File: src/rtl/cobra_seg_display.sv
// Multiplexed 8-digit common-anode hex display for the Cobra OUT word; the word is committed only at frame boundaries.
// Optional build macro COBRA_SEG_BLANK_EN enables leading-zero blanking.
module cobra_seg_display #(
    parameter int CLK_DIV = 100000
) (
    input  logic        CLK,
    input  logic        RST,
    input  logic [31:0] VALUE,
    input  logic        FREEZE,
    output logic [7:0]  AN,
    output logic [6:0]  SEG,
    output logic        DP,
    output logic        FRAME
);

    localparam int PW = $clog2(CLK_DIV);
    localparam logic [PW-1:0] PRES_MAX = PW'(CLK_DIV - 1);

    logic [PW-1:0] pres_reg;
    logic [2:0]    idx_reg;
    logic [31:0]   pend_reg;
    logic [31:0]   disp_reg;
    logic [7:0]    an_reg;
    logic [6:0]    seg_reg;
    logic          frame_reg;

    logic          tick;
    logic [2:0]    idx_next;
    logic          load;
    logic [31:0]   disp_eff;
    logic [3:0]    nibble;
    logic          blank;
    logic [6:0]    seg_next;

    function automatic logic [6:0] hexseg(input logic [3:0] n);
        logic [6:0] s;
        case (n)
            4'h0: s = 7'h40;
            4'h1: s = 7'h79;
            4'h2: s = 7'h24;
            4'h3: s = 7'h30;
            4'h4: s = 7'h19;
            4'h5: s = 7'h12;
            4'h6: s = 7'h02;
            4'h7: s = 7'h78;
            4'h8: s = 7'h00;
            4'h9: s = 7'h10;
            4'hA: s = 7'h08;
            4'hB: s = 7'h03;
            4'hC: s = 7'h46;
            4'hD: s = 7'h21;
            4'hE: s = 7'h06;
            default: s = 7'h0E;
        endcase
        return s;
    endfunction

    // The word shown after this edge: on an unfrozen wrap it is the pending word, not disp.
    always_comb begin
        tick     = (pres_reg == PRES_MAX);
        idx_next = idx_reg + 3'd1;
        load     = tick && (idx_next == 3'd0) && !FREEZE;
        disp_eff = load ? pend_reg : disp_reg;
        nibble   = disp_eff[{idx_next, 2'b00} +: 4];
    end

`ifdef COBRA_SEG_BLANK_EN
    logic [7:0] upper_zero;
    assign upper_zero[0] = 1'b0;
    for (genvar gi = 1; gi < 8; gi++) begin : g_upper_zero
        assign upper_zero[gi] = (disp_eff[31:4*gi] == '0);
    end
    assign blank = upper_zero[idx_next];
`else
    assign blank = 1'b0;
`endif

    assign seg_next = blank ? 7'h7F : hexseg(nibble);

    always_ff @(posedge CLK or negedge RST) begin
        if (!RST) begin
            pres_reg  <= '0;
            idx_reg   <= 3'd7;
            pend_reg  <= '0;
            disp_reg  <= '0;
            an_reg    <= 8'hFF;
            seg_reg   <= 7'h7F;
            frame_reg <= 1'b0;
        end else begin
            pend_reg  <= VALUE;
            pres_reg  <= tick ? '0 : pres_reg + PW'(1);
            frame_reg <= load;
            if (tick) begin
                idx_reg <= idx_next;
                an_reg  <= ~(8'b1 << idx_next);
                seg_reg <= seg_next;
                if (load) begin
                    disp_reg <= pend_reg;
                end
            end
        end
    end

    assign AN    = an_reg;
    assign SEG   = seg_reg;
    assign DP    = 1'b1;
    assign FRAME = frame_reg;

endmodule
File: config.mk
export PLATFORM = sky130hd
export DESIGN_NAME = cobra_seg_display
export DESIGN_NICKNAME = d
export VERILOG_FILES = /design/src/rtl/cobra_seg_display.sv
export SDC_FILE = /design/constraint.sdc
export NUM_CORES = 1
export LEC_CHECK = 0
export BUFFER_PORTS_ARGS = -buffer_cell sky130_fd_sc_hd__buf_2
export CORE_ASPECT_RATIO = 0.9
export CORE_MARGIN = 5
export CORE_UTILIZATION = 40
export CTS_CLUSTER_DIAMETER = 150
export DETAILED_ROUTE_END_ITERATION = 7
export PLACE_DENSITY = 0.6
export SETUP_SLACK_MARGIN = 0.02
export SLEW_MARGIN = 15
export SYNTH_ARGS = -nofsm -noshare
export SYNTH_HDL_FRONTEND = slang
export SYNTH_SLANG_ARGS = --single-unit
File: constraint.sdc
create_clock -name CLK -period 5 [get_ports CLK]
set_input_delay 0.75 -clock CLK [delete_from_list [all_inputs] [get_ports CLK]]
set_output_delay 0.75 -clock CLK [all_outputs]
set_load 0.02 [all_outputs]
## Yosys cells after proc, flatten, opt, wreduce, memory -nomap -nowiden

Memories as Yosys holds them, arrays and structs flattened. A register that Yosys moved wholly into a read port is not among the register bits.
Cells that the tools add are included.

| cells by class | value |
|---|---|
| add/subtract/negate cells | 2 |
| multipliers | 0 |
| div/mod/pow operators | 0 |
| magnitude comparators | 0 |
| equality and inequality tests | 1 |
| shifts and indexed selects | 2 |
| multiplexer cells | 2 |
| bitwise logic cells | 1 |
| reduce and logical (&&, ||, !) cells | 5 |

Operators by type and width:

| cell | count |
|---|---|
| 32-bit 2-to-1 mux | 1 |
| 32-bit by 6-bit variable part select with 4-bit output | 1 |
| 17-bit by 1-bit adder with 17-bit output, second input constant | 1 |
| 17-bit equality test, second input constant | 1 |
| 17-bit 2-to-1 mux | 1 |
| 8-bit inverter | 1 |
| 1-bit by 3-bit << shifter with 8-bit output, first input constant | 1 |
| 3-bit by 1-bit adder with 3-bit output, second input constant | 1 |
| 3-bit zero test | 1 |
| 1-bit logical AND | 2 |
| 1-bit zero test | 2 |

| storage, ports and cells | value |
|---|---|
| bits in registers | 93 |
| latch bits | 0 |
| bits in writable memories | 0 |
| ROM bits | 112 |
| input port bits | 35 |
| output and inout bits | 17 |
| logic and storage cells | 20 |
| memories | 1 |

Memories:

| memory | words | width | read ports | clocked after memory_dff | wr ports | line | RTL |
|---|---|---|---|---|---|---|---|
| (no name shown) | 16 | 7 | 1 | 1 | 0 | 37 | `case (n)` |

## Depth between registers and ports, before layout

Gate-level depths: netlist (run 1).

| logic depth | value |
|---|---|
| depth after elaboration | 6 |
| mapped depth | 16 |
| gate-level depth less buffers | 13 |

## Least setup slack after synthesis (run 1)

OpenSTA, ideal clock, no wires.

| timing path | value |
|---|---|
| path type | reg2reg |
| start | register idx_reg[0] |
| end | register seg_reg[0], in the netlist SEG[0] |
| library setup time | 0.081 ns |
| arrival time | 3.377 ns |
| required time | 4.919 ns |
| setup slack | 1.542 ns |
| cell stages (with the launch flop) | 13 |
| buffers on the path | 0 |
| clock period less this slack | 3.458 ns |
| path through | dfstp_2 ha_1 xor2_1 nor3b_4 nand2_8 mux4_2 a22o_1 a221oi_2 inv_1 ha_1 mux2_2 nor3_1 nor3_1 |

| on the way | value |
|---|---|
| cells in the longest elaborated chain, start to end | 6 |

RTL lines:

| what | line | RTL |
|---|---|---|
| from (decl) | 20 | `logic [2:0] idx_reg;` |
| from (signal assigned) | 94 | `idx_reg <= idx_next;` |
| 3-bit by 1-bit adder with 3-bit output (*) | 61 | `idx_next = idx_reg + 3'd1;` |
| 3-bit zero test | 62 | `load = tick && (idx_next == 3'd0) && !FREEZE;` |
| 1-bit logical AND (2 in a row) | 62 |  |
| 32-bit 2-to-1 mux | n/a |  |
| 32-bit by 6-bit variable part select with 4-bit output (*) | 64 | `nibble = disp_eff[{idx_next, 2'b00} +: 4];` |
| to (decl) | 24 | `logic [6:0] seg_reg;` |

Mark *: on every way between the ends. The rest lies on a longest branch, timed or not.
A chain may end at the register's enable or synchronous reset.

## Worst setup path after layout (run 1)

Same ends and word-level chain as after synthesis.

==> reports/metrics.yaml, run 1 <==
antenna_found_initial: 0
firstDrtPassIters: 4
yosys-top-cells-count: "104 x nand2_1, 82 x dfrtp_1, 25 x nor2_1"
ys_async_sr_fraction: 1.00
fin_tns_setup_ns: 0
gr-usage-met1: 0.195
die_w_um: 120
clk_pin_slew_ns: 0.06
layout_min_cycle_time_ns: 3.95
ant_nets: 0
initialDrtViolationCount: 223
max_freq_ghz: 0.253
ctsResizeCount: 0
clock_latency_ns: 0.35
rsz0062_at_grt: "no"
powerDensity_nw_per_um2: 300
grt_util_met2: 0.219
ys_seq_area_frac: 0.575
status: "complete, no violations"
crit_type: "flop to flop"
grt_pass1_vias: 2908
post_cts_buffers: 0
syn_to_final_growth_pct: 14.5
holdWs_ns: 0.443
cts_hold_buf: 0
initial_core_util: 0.408
startpoint_type: "flop"
yosysTopAreaCell: "dfrtp_1"
antenna_cells: 0
viasPerCell: 5.04
num_vias: 2932
finalHoldViolations: 0
io_pins: 52
clock-root-buffer: "clkbuf_16"
cap_violations: 0
core_um2: 10800
drive_gt1_frac: 0.243
power.total_w: 0.00151
cts_tree: "done"
fin_crit_sh: 0.789
hold_class: "flop to flop"
gr-total-overflow: 0
synth.avg_cell_area_um2: 11.0
leakage_nw: 2.44
syn_inst: 398
cts.sinks: 100
path_max_fanout: 37
routedWlPerCell_um: 14.8
clockBufferDepth: 2
use_met3: 0.0473
cts-buffers-inserted: 9
synth.top_cell.area_share: 0.468
busiest_layer: "met2"
drc: 0
port_buffers: 50
maxSlewViolCount: 0
routed_wl_mm: 8.60
synth_edf_count: 0
die-area_um2: 13200
yosys-top-cells-area: "dfrtp_1 47%, dfstp_2 11%, nand2_1 8.9%"
nFillCells: 983
syn_area_um2: 4390
setup_slack_ns: 1.05
pre_cts_ws_ns: 1.05
placementRows: 36
worst_pin_slew_ns: 0.835
hpwlAfterDp_mm: 6.00
crit_arrival_ns: 4.22
ys_seq_elements: 100
yosysMostFrequentCell: "nand2_1"
synth_warnings: 0
grt_usage: 0.143
synth_top_flop_cell: "dfrtp_1"
ys_types: 45
finalNetCount: 491
htreeDepth: 3
slew_headroom: 0.443
grt_pass1_wl_mm: 14.5
peakVddDrop_mv: 0.173
cp-end-kind: "flop"
clock_skew_ns: 0.00502
required_ns: 5.27
dieHeight_um: 109
post-route-util: 0.467
finalSetupViolCount: 0
synth_nets: 445
grt_max_degree: 70
gp_congestion: 0.804
[cell families (layout without fill, tap and decap cells)]
family	after synthesis	after routing	share of synthesized area
mux	20	20	0.0707
compound gates	49	49	0.0770
other cells	1	1	0.000855
xor+xnor	19	19	0.0379
flops	100	100	0.575
simple gates	165	165	0.171
fa+ha+maj	12	12	0.0342
buf+inv	32	83	0.0328
[layout make-up]
type | count | area, µm² | area share
well taps | 133 | 166 | 0.0331
flip-flops and latches | 100 | 2520 | 0.503
clock inverters | 5 | 35.0 | 0.00697
multi-input cells | 266 | 1720 | 0.342
inverters | 12 | 45.0 | 0.00897
repair buffers | 55 | 290 | 0.0578
clock buffers | 11 | 243 | 0.0483
[power by group]
part / total (W) / internal, W / leakage, nW / switching, W
combinational: 0.0000322 / 0.0000125 / 1.07 / 0.0000197
sequential: 0.000831 / 0.000823 / 1.23 / 0.00000765
clock: 0.000644 / 0.000353 / 0.136 / 0.000292
total: 0.00151 / 0.00119 / 2.44 / 0.000319
[routing by layer]
metal / vias up / share of wire
met5: - / 0
met4: 0 / 0.013
met3: 10 / 0.051
met2: 72 / 0.45
met1: 1416 / 0.48
li1: 1434 / -
[final timing paths]
check                              from            to  depth (start not counted)  slack [ns]
setup / recovery             idx_reg[0]        SEG[0]                         12        1.05
hold / removal             pend_reg[18]  disp_reg[18]                          2        0.44
setup reg to reg             idx_reg[0]        SEG[0]                         12        1.05
hold reg to reg            pend_reg[18]  disp_reg[18]                          2        0.44
max in group asynchronous           RST    idx_reg[2]                          2        3.53
min in group asynchronous           RST   pend_reg[0]                          1        0.51
[placed cells by master (no fill, tap or decap), drive strengths merged, types with 10 or more instances in the layout]
master	synthesis	routed
dfstp	18	18
o21ai	11	11
buf	5	55
inv	12	14
ha	12	12
nand2	105	105
nor2	25	25
dfrtp	82	82
xnor2	10	10
clkbuf	15	11
[stage by stage]
step / cells / instance area [µm²]
after floorplan: 398 / 4390
after global placement: 566 / 4750
after detailed placement: 566 / 4750
after CTS: 582 / 5020
after global routing: 582 / 5020
final: 582 / 5020
[critical path: stages, from the launching register on]
cell	delay, ns
dfstp_2	0.53
buf_4	0.28
ha_1	0.28
nor3b_4	0.46
nand2_8	0.24
mux4_2	0.48
a22o_1	0.23
a221oi_2	0.45
inv_1	0.13
ha_1	0.27
mux2_2	0.28
nor3_1	0.15
nor3_1	0.08
Power figures use the tool's default switching activity.
==> run 2, diff against run 1 <==
--- a/config.mk
+++ b/config.mk
@@ -5,6 +5,7 @@
 export SDC_FILE = /design/constraint.sdc
 export NUM_CORES = 1
 export LEC_CHECK = 0
+export ABC_AREA = 1
 export BUFFER_PORTS_ARGS = -buffer_cell sky130_fd_sc_hd__buf_2
 export CORE_ASPECT_RATIO = 0.9
 export CORE_MARGIN = 5
==> constraint.sdc (replaced) <==
create_clock -name CLK -period 3.95 [get_ports CLK]
set_input_delay 0.5925 -clock CLK [delete_from_list [all_inputs] [get_ports CLK]]
set_output_delay 0.5925 -clock CLK [all_outputs]
set_load 0.02 [all_outputs]
==> reports/metrics.yaml, run 2 <==
status: "complete, no violations"
routed_wl_mm: 9.78
syn_inst: 489
crit_buf_inv: 2
antenna_cells: 0
stdcell_area_um2: 5160
rsz0062_at_grt: "no"
dieHeight_um: 111
io_pins: 52
startpoint_type: "flop"
p_comb_frac: 0.022
routedWlPerCell_um: 14.0
dpl_cell_area_um2: 4890
yosys-top-cells-area: "dfrtp_1 46%, nand2_1 11%, dfstp_2 10%"
cpMaxStageDelayCell: "dfstp_2"
finalNetCount: 587
synth_compound_area_frac: 0.0363
viasPerCell: 4.93
yosys-top-cells-count: "132 x nand2_1, 82 x dfrtp_1, 72 x nand3_1"
slowest_delay_ns: 0.63
finalHoldViolations: 0
synthXorXnorAreaFrac: 0.00583
ys_async_sr_fraction: 1.00
peakVddDrop_mv: 0.200
fin_tns_setup_ns: 0
drive_gt1_frac: 0.215
clock-root-buffer: "clkbuf_16"
gr-total-overflow: 0
cp-end-kind: "flop"
cap_violations: 0
hold_class: "input port to flop"
die-area_um2: 13500
die_w_um: 122
slew_headroom: 0.397
p_int_w: 0.00149
synth.avg_cell_area_um2: 9.22
synth_top_family_by_area: "simple AND/OR/NAND/NOR gates"
cpMostUsedCell: "nand2_1"
initial_core_util: 0.412
ys_types: 35
synthMuxAreaShare: 0
core_um2: 10900
cts_hold_buf: 0
ys_seq_area_frac: 0.560
fin_crit_sh: 0.777
power.share.switching: 0.222
firstDrtPassIters: 4
grt_pass1_wl_mm: 16.9
hpwlAfterDp_mm: 6.87
cts-buffers-inserted: 9
leakage_nw: 2.73
clock_latency_ns: 0.35
dpl.cell_count: 681
antenna_found_initial: 0
syn_area_um2: 4510
max_freq_ghz: 0.326
worst_pin_slew_ns: 0.905
synth_adder_area_share: 0.0333
power.share.sequential: 0.546
required_ns: 4.24
port_buffers: 50
initialDrtViolationCount: 312
synth_warnings: 0
switchingPower_w: 0.000426
gp_congestion: 0.845
synth.top_cell.area_share: 0.455
powerDensity_nw_per_um2: 371
setup_slack_ns: 0.882
layout_min_cycle_time_ns: 3.07
power_frac_clock: 0.432
grt_pass1_vias: 3427
yosys.area_share.simple: 0.300
mostFrequentLayoutCells: "132 x nand2_1, 82 x dfrtp_1, 72 x nand3_1"
maxSlewViolCount: 0
synth_edf_count: 0
path_max_fanout: 21
synth_top_flop_cell: "dfrtp_1"
clockBufferDepth: 2
cp_top_family: "simple AND/OR/NAND/NOR gates"
cts_tree: "done"
final_common_cell: "nand2_1"
clk_pin_slew_ns: 0.07
ant_nets: 0
grt_usage: 0.156
ys_seq_elements: 100
yosysMostFrequentCell: "nand2_1"
pre_cts_ws_ns: 0.916
finalSetupViolCount: 0
drc: 0
holdWs_ns: 0.344
cp_cell_sequence: "ha_1, or2_1, nand2_2, nor2_2, nand3_4, buf_4, nand2_1, nand3_1, nand3_1, nand3_1, nand2_2, inv_1, ha_1, nand3_1, nand2_1, nand2_1, nand2_1, nand2_1, nand2_1"
placementRows: 36
cts.sinks: 100
crit_type: "flop to flop"
post_cts_buffers: 0
grt_max_degree: 71
yosysTopAreaCell: "dfrtp_1"
layout.cells.non_filler: 697
crit_arrival_ns: 3.35
htreeDepth: 3
synth_nets: 536
syn_to_final_growth_pct: 14.5
clock_skew_ns: 0.00988
ctsResizeCount: 0
num_vias: 3433
## run 2: cell types whose count changed in the layout (fill, tap and decap cells not counted), moves of 6 or more
cell and delta:
xor2_1 -6, mux2_2 -8, mux4_2 -8, nand4_1 +18, xnor2_1 -10, inv_1 +24
inv_2 +6, nand2_2 +10, nand3_1 +64, nand2_1 +28
## run 2: power by group through the flow
stage	Sequential [W]	Combinational [W]	Clock [W]
global placement	0.00107	0.0000435	0
finish	0.00105	0.0000425	0.000827
global route	0.00105	0.0000501	0.000890
floorplan	0.00106	0.00000510	0
detailed placement	0.00107	0.0000449	0
CTS	0.00105	0.0000450	0.000857
## run 2: path summary, 6_finish.rpt
kind | to | slack, ns | depth (start not counted) | startpoint
hold / removal | pend_reg[31] | 0.34 | 1 | VALUE[31]
min in group asynchronous | pend_reg[10] | 0.37 | 1 | RST
setup reg to reg | SEG[3] | 0.88 | 19 | idx_reg[0]
setup / recovery | SEG[3] | 0.88 | 19 | idx_reg[0]
hold reg to reg | disp_reg[19] | 0.46 | 2 | pend_reg[19]
max in group asynchronous | AN[3] | 2.75 | 2 | RST
## run 2: cells by family (layout without fill, tap and decap cells)
family | Yosys count | count (layout)
xor+xnor | 3 | 3
fa+ha+maj | 12 | 12
other cells | 1 | 1
flops | 100 | 100
compound gates | 29 | 29
simple gates | 283 | 283
buf+inv | 61 | 117
## run 2: stage by stage
stage	total power (W)	util
floorplan	0.00107	-
global placement	0.00111	0.446
detailed placement	0.00111	0.446
CTS	0.00195	0.472
global route	0.00199	0.472
finish	0.00192	0.472
## run 2: layer usage
layer  vias up  global-route usage  share of wire  routed length [µm]
met2        87               0.226           0.44                4340
met3        15              0.0403          0.056                 545
met4         0              0.0485          0.015                 144
li1       1708                   -              -                   -
met5         -                   0              0                   0
met1      1623               0.229           0.49                4750
## run 2: cell type report
type / instances / area, µm²
clock inverter: 5 / 42.5
fill: 1065 / 5780
timing repair buffer: 58 / 313
clock buffer: 11 / 233
inverter: 43 / 161
sequential: 100 / 2520
multi-input combinational: 328 / 1700
tap: 152 / 190
==> run 3, diff against run 2 <==
--- a/config.mk
+++ b/config.mk
@@ -5,7 +5,7 @@
 export SDC_FILE = /design/constraint.sdc
 export NUM_CORES = 1
 export LEC_CHECK = 0
-export ABC_AREA = 1
+export ABC_AREA = 0
 export BUFFER_PORTS_ARGS = -buffer_cell sky130_fd_sc_hd__buf_2
 export CORE_ASPECT_RATIO = 0.9
 export CORE_MARGIN = 5
==> constraint.sdc (replaced) <==
create_clock -name CLK -period 3.2 [get_ports CLK]
set_input_delay 0.48 -clock CLK [delete_from_list [all_inputs] [get_ports CLK]]
set_output_delay 0.48 -clock CLK [all_outputs]
set_load 0.02 [all_outputs]
==> reports/metrics.yaml, run 3 (synthesized netlist as in run 1, its figures left out) <==
grt_usage: 0.149
die_w_um: 120
r2r-end: "SEG[3]"
cap_violations: 0
worst_pin_slew_ns: 0.718
cts_tree: "done"
stdcell_area_um2: 5350
power.total_w: 0.00238
io_pins: 52
finalNetCount: 515
gr-total-overflow: 0
routedWlPerCell_um: 15.4
cp_cell_sequence: "ha_4, xor2_4, nor3b_4, buf_12, buf_4, nand2_8, mux4_2, a22o_1, nor2_4, inv_2, ha_1, mux2i_1, nor2_1, a211o_1"
ant_nets: 0
cp-end-kind: "flop"
num_vias: 3032
clockBufferDepth: 2
firstDrtPassIters: 4
finalHoldViolations: 0
htreeDepth: 3
slew_headroom: 0.521
crit_type: "flop to flop"
port_buffers: 50
initial_core_util: 0.408
crit_arrival_ns: 3.37
slowest_delay_ns: 0.58
clock_latency_ns: 0.34
nFillCells: 973
post-route-util: 0.497
fin_tns_setup_ns: 0
layout_min_cycle_time_ns: 3.10
drive_gt1_frac: 0.309
timing.rr.start: "idx_reg[1]"
clock-root-buffer: "clkbuf_16"
mostFrequentLayoutCells: "104 x nand2_1, 82 x dfrtp_1, 49 x buf_2"
cts-buffers-inserted: 9
peakVddDrop_mv: 0.225
cpMaxStageDelayCell: "dfstp_2"
required_ns: 3.47
routed_wl_mm: 9.36
clk_pin_slew_ns: 0.07
viasPerCell: 5.00
initialDrtViolationCount: 178
grt_pass1_wl_mm: 15.4
dieHeight_um: 109
finalSetupViolCount: 0
placementRows: 36
cts_hold_buf: 0
multi_input_area_um2: 1850
dpl_cell_area_um2: 4950
maxSlewViolCount: 0
antenna_found_initial: 0
syn_to_final_growth_pct: 21.8
die-area_um2: 13200
powerDensity_nw_per_um2: 446
core_um2: 10800
startpoint_type: "flop"
leakage_nw: 2.57
grt_pass1_vias: 3062
gp_congestion: 0.790
path_max_fanout: 10
antenna_cells: 0
hold_class: "input port to asynchronous set/reset pin"
seq_area_um2: 2520
drc: 0
cp_top_family: "multiplexers"
reg2regPathDepth: 14
fin_crit_sh: 0.968
status: "complete, no violations"
max_freq_ghz: 0.323
worst-r2r-setup-slack_ns: 0.10
hpwlAfterDp_mm: 6.32
grt_max_degree: 59
dpl.cell_count: 585
rsz0062_at_grt: "yes"
clock_skew_ns: 0.00425
crit_buf_inv: 3
cts.sinks: 100
layout.cells.non_filler: 606
final_common_cell: "nand2_1"
-- run 3: cell type report --
class                           count  area share
Inverter                           12     0.00842
Tap cell                          133      0.0311
Multi-Input combinational cell    268       0.345
Clock buffer                       10      0.0447
Clock inverter                      6     0.00842
Sequential cell                   100       0.472
Timing Repair Buffer               77      0.0899
-- run 3: worst max-delay path by stage --
stage,from,end,cells after the start
floorplan,pres_reg[0],SEG[3],14
global placement,pres_reg[13],SEG[0],12
detailed placement,pres_reg[13],SEG[3],12
CTS,pres_reg[0],SEG[3],12
global route,pres_reg[15],SEG[3],13
finish,idx_reg[1],SEG[3],14
-- run 3: timing repair --
item | CTS | global route
endpoints found under the setup margin | 1 | 7
cloned | 0 | 2
pin swaps | 0 | 6
buffers inserted | 0 | 3
resized for setup | 1 | 9
-- run 3: metrics by stage --
stage               hold slack, ns  setup slack, ns
finish                       0.189            0.103
global route                 0.217          -0.0444
CTS                          0.220           0.0616
detailed placement           0.432           0.0201
global placement             0.431            0.117
floorplan                    0.184           0.0211
-- run 3: worst register-to-register path: stages (launching register included) --
cell	delay, ns
dfstp_2	0.58
ha_4	0.19
xor2_4	0.19
nor3b_4	0.07
buf_12	0.14
buf_4	0.15
nand2_8	0.10
mux4_2	0.49
a22o_1	0.25
nor2_4	0.12
inv_2	0.08
ha_1	0.21
mux2i_1	0.13
nor2_1	0.06
a211o_1	0.26
-- run 3: power breakdown --
group | switching [W] | internal [W]
combinational | 0.0000311 | 0.0000204
sequential | 0.0000116 | 0.00129
clock | 0.000479 | 0.000556
total | 0.000522 | 0.00186
-- run 3: per-layer routing --
layer,GRT usage,up-vias,share of wire
met5,0,-,0
met1,0.214,1471,0.49
met4,0.0502,0,0.013
met2,0.223,72,0.45
li1,-,1479,-
met3,0.0355,10,0.040
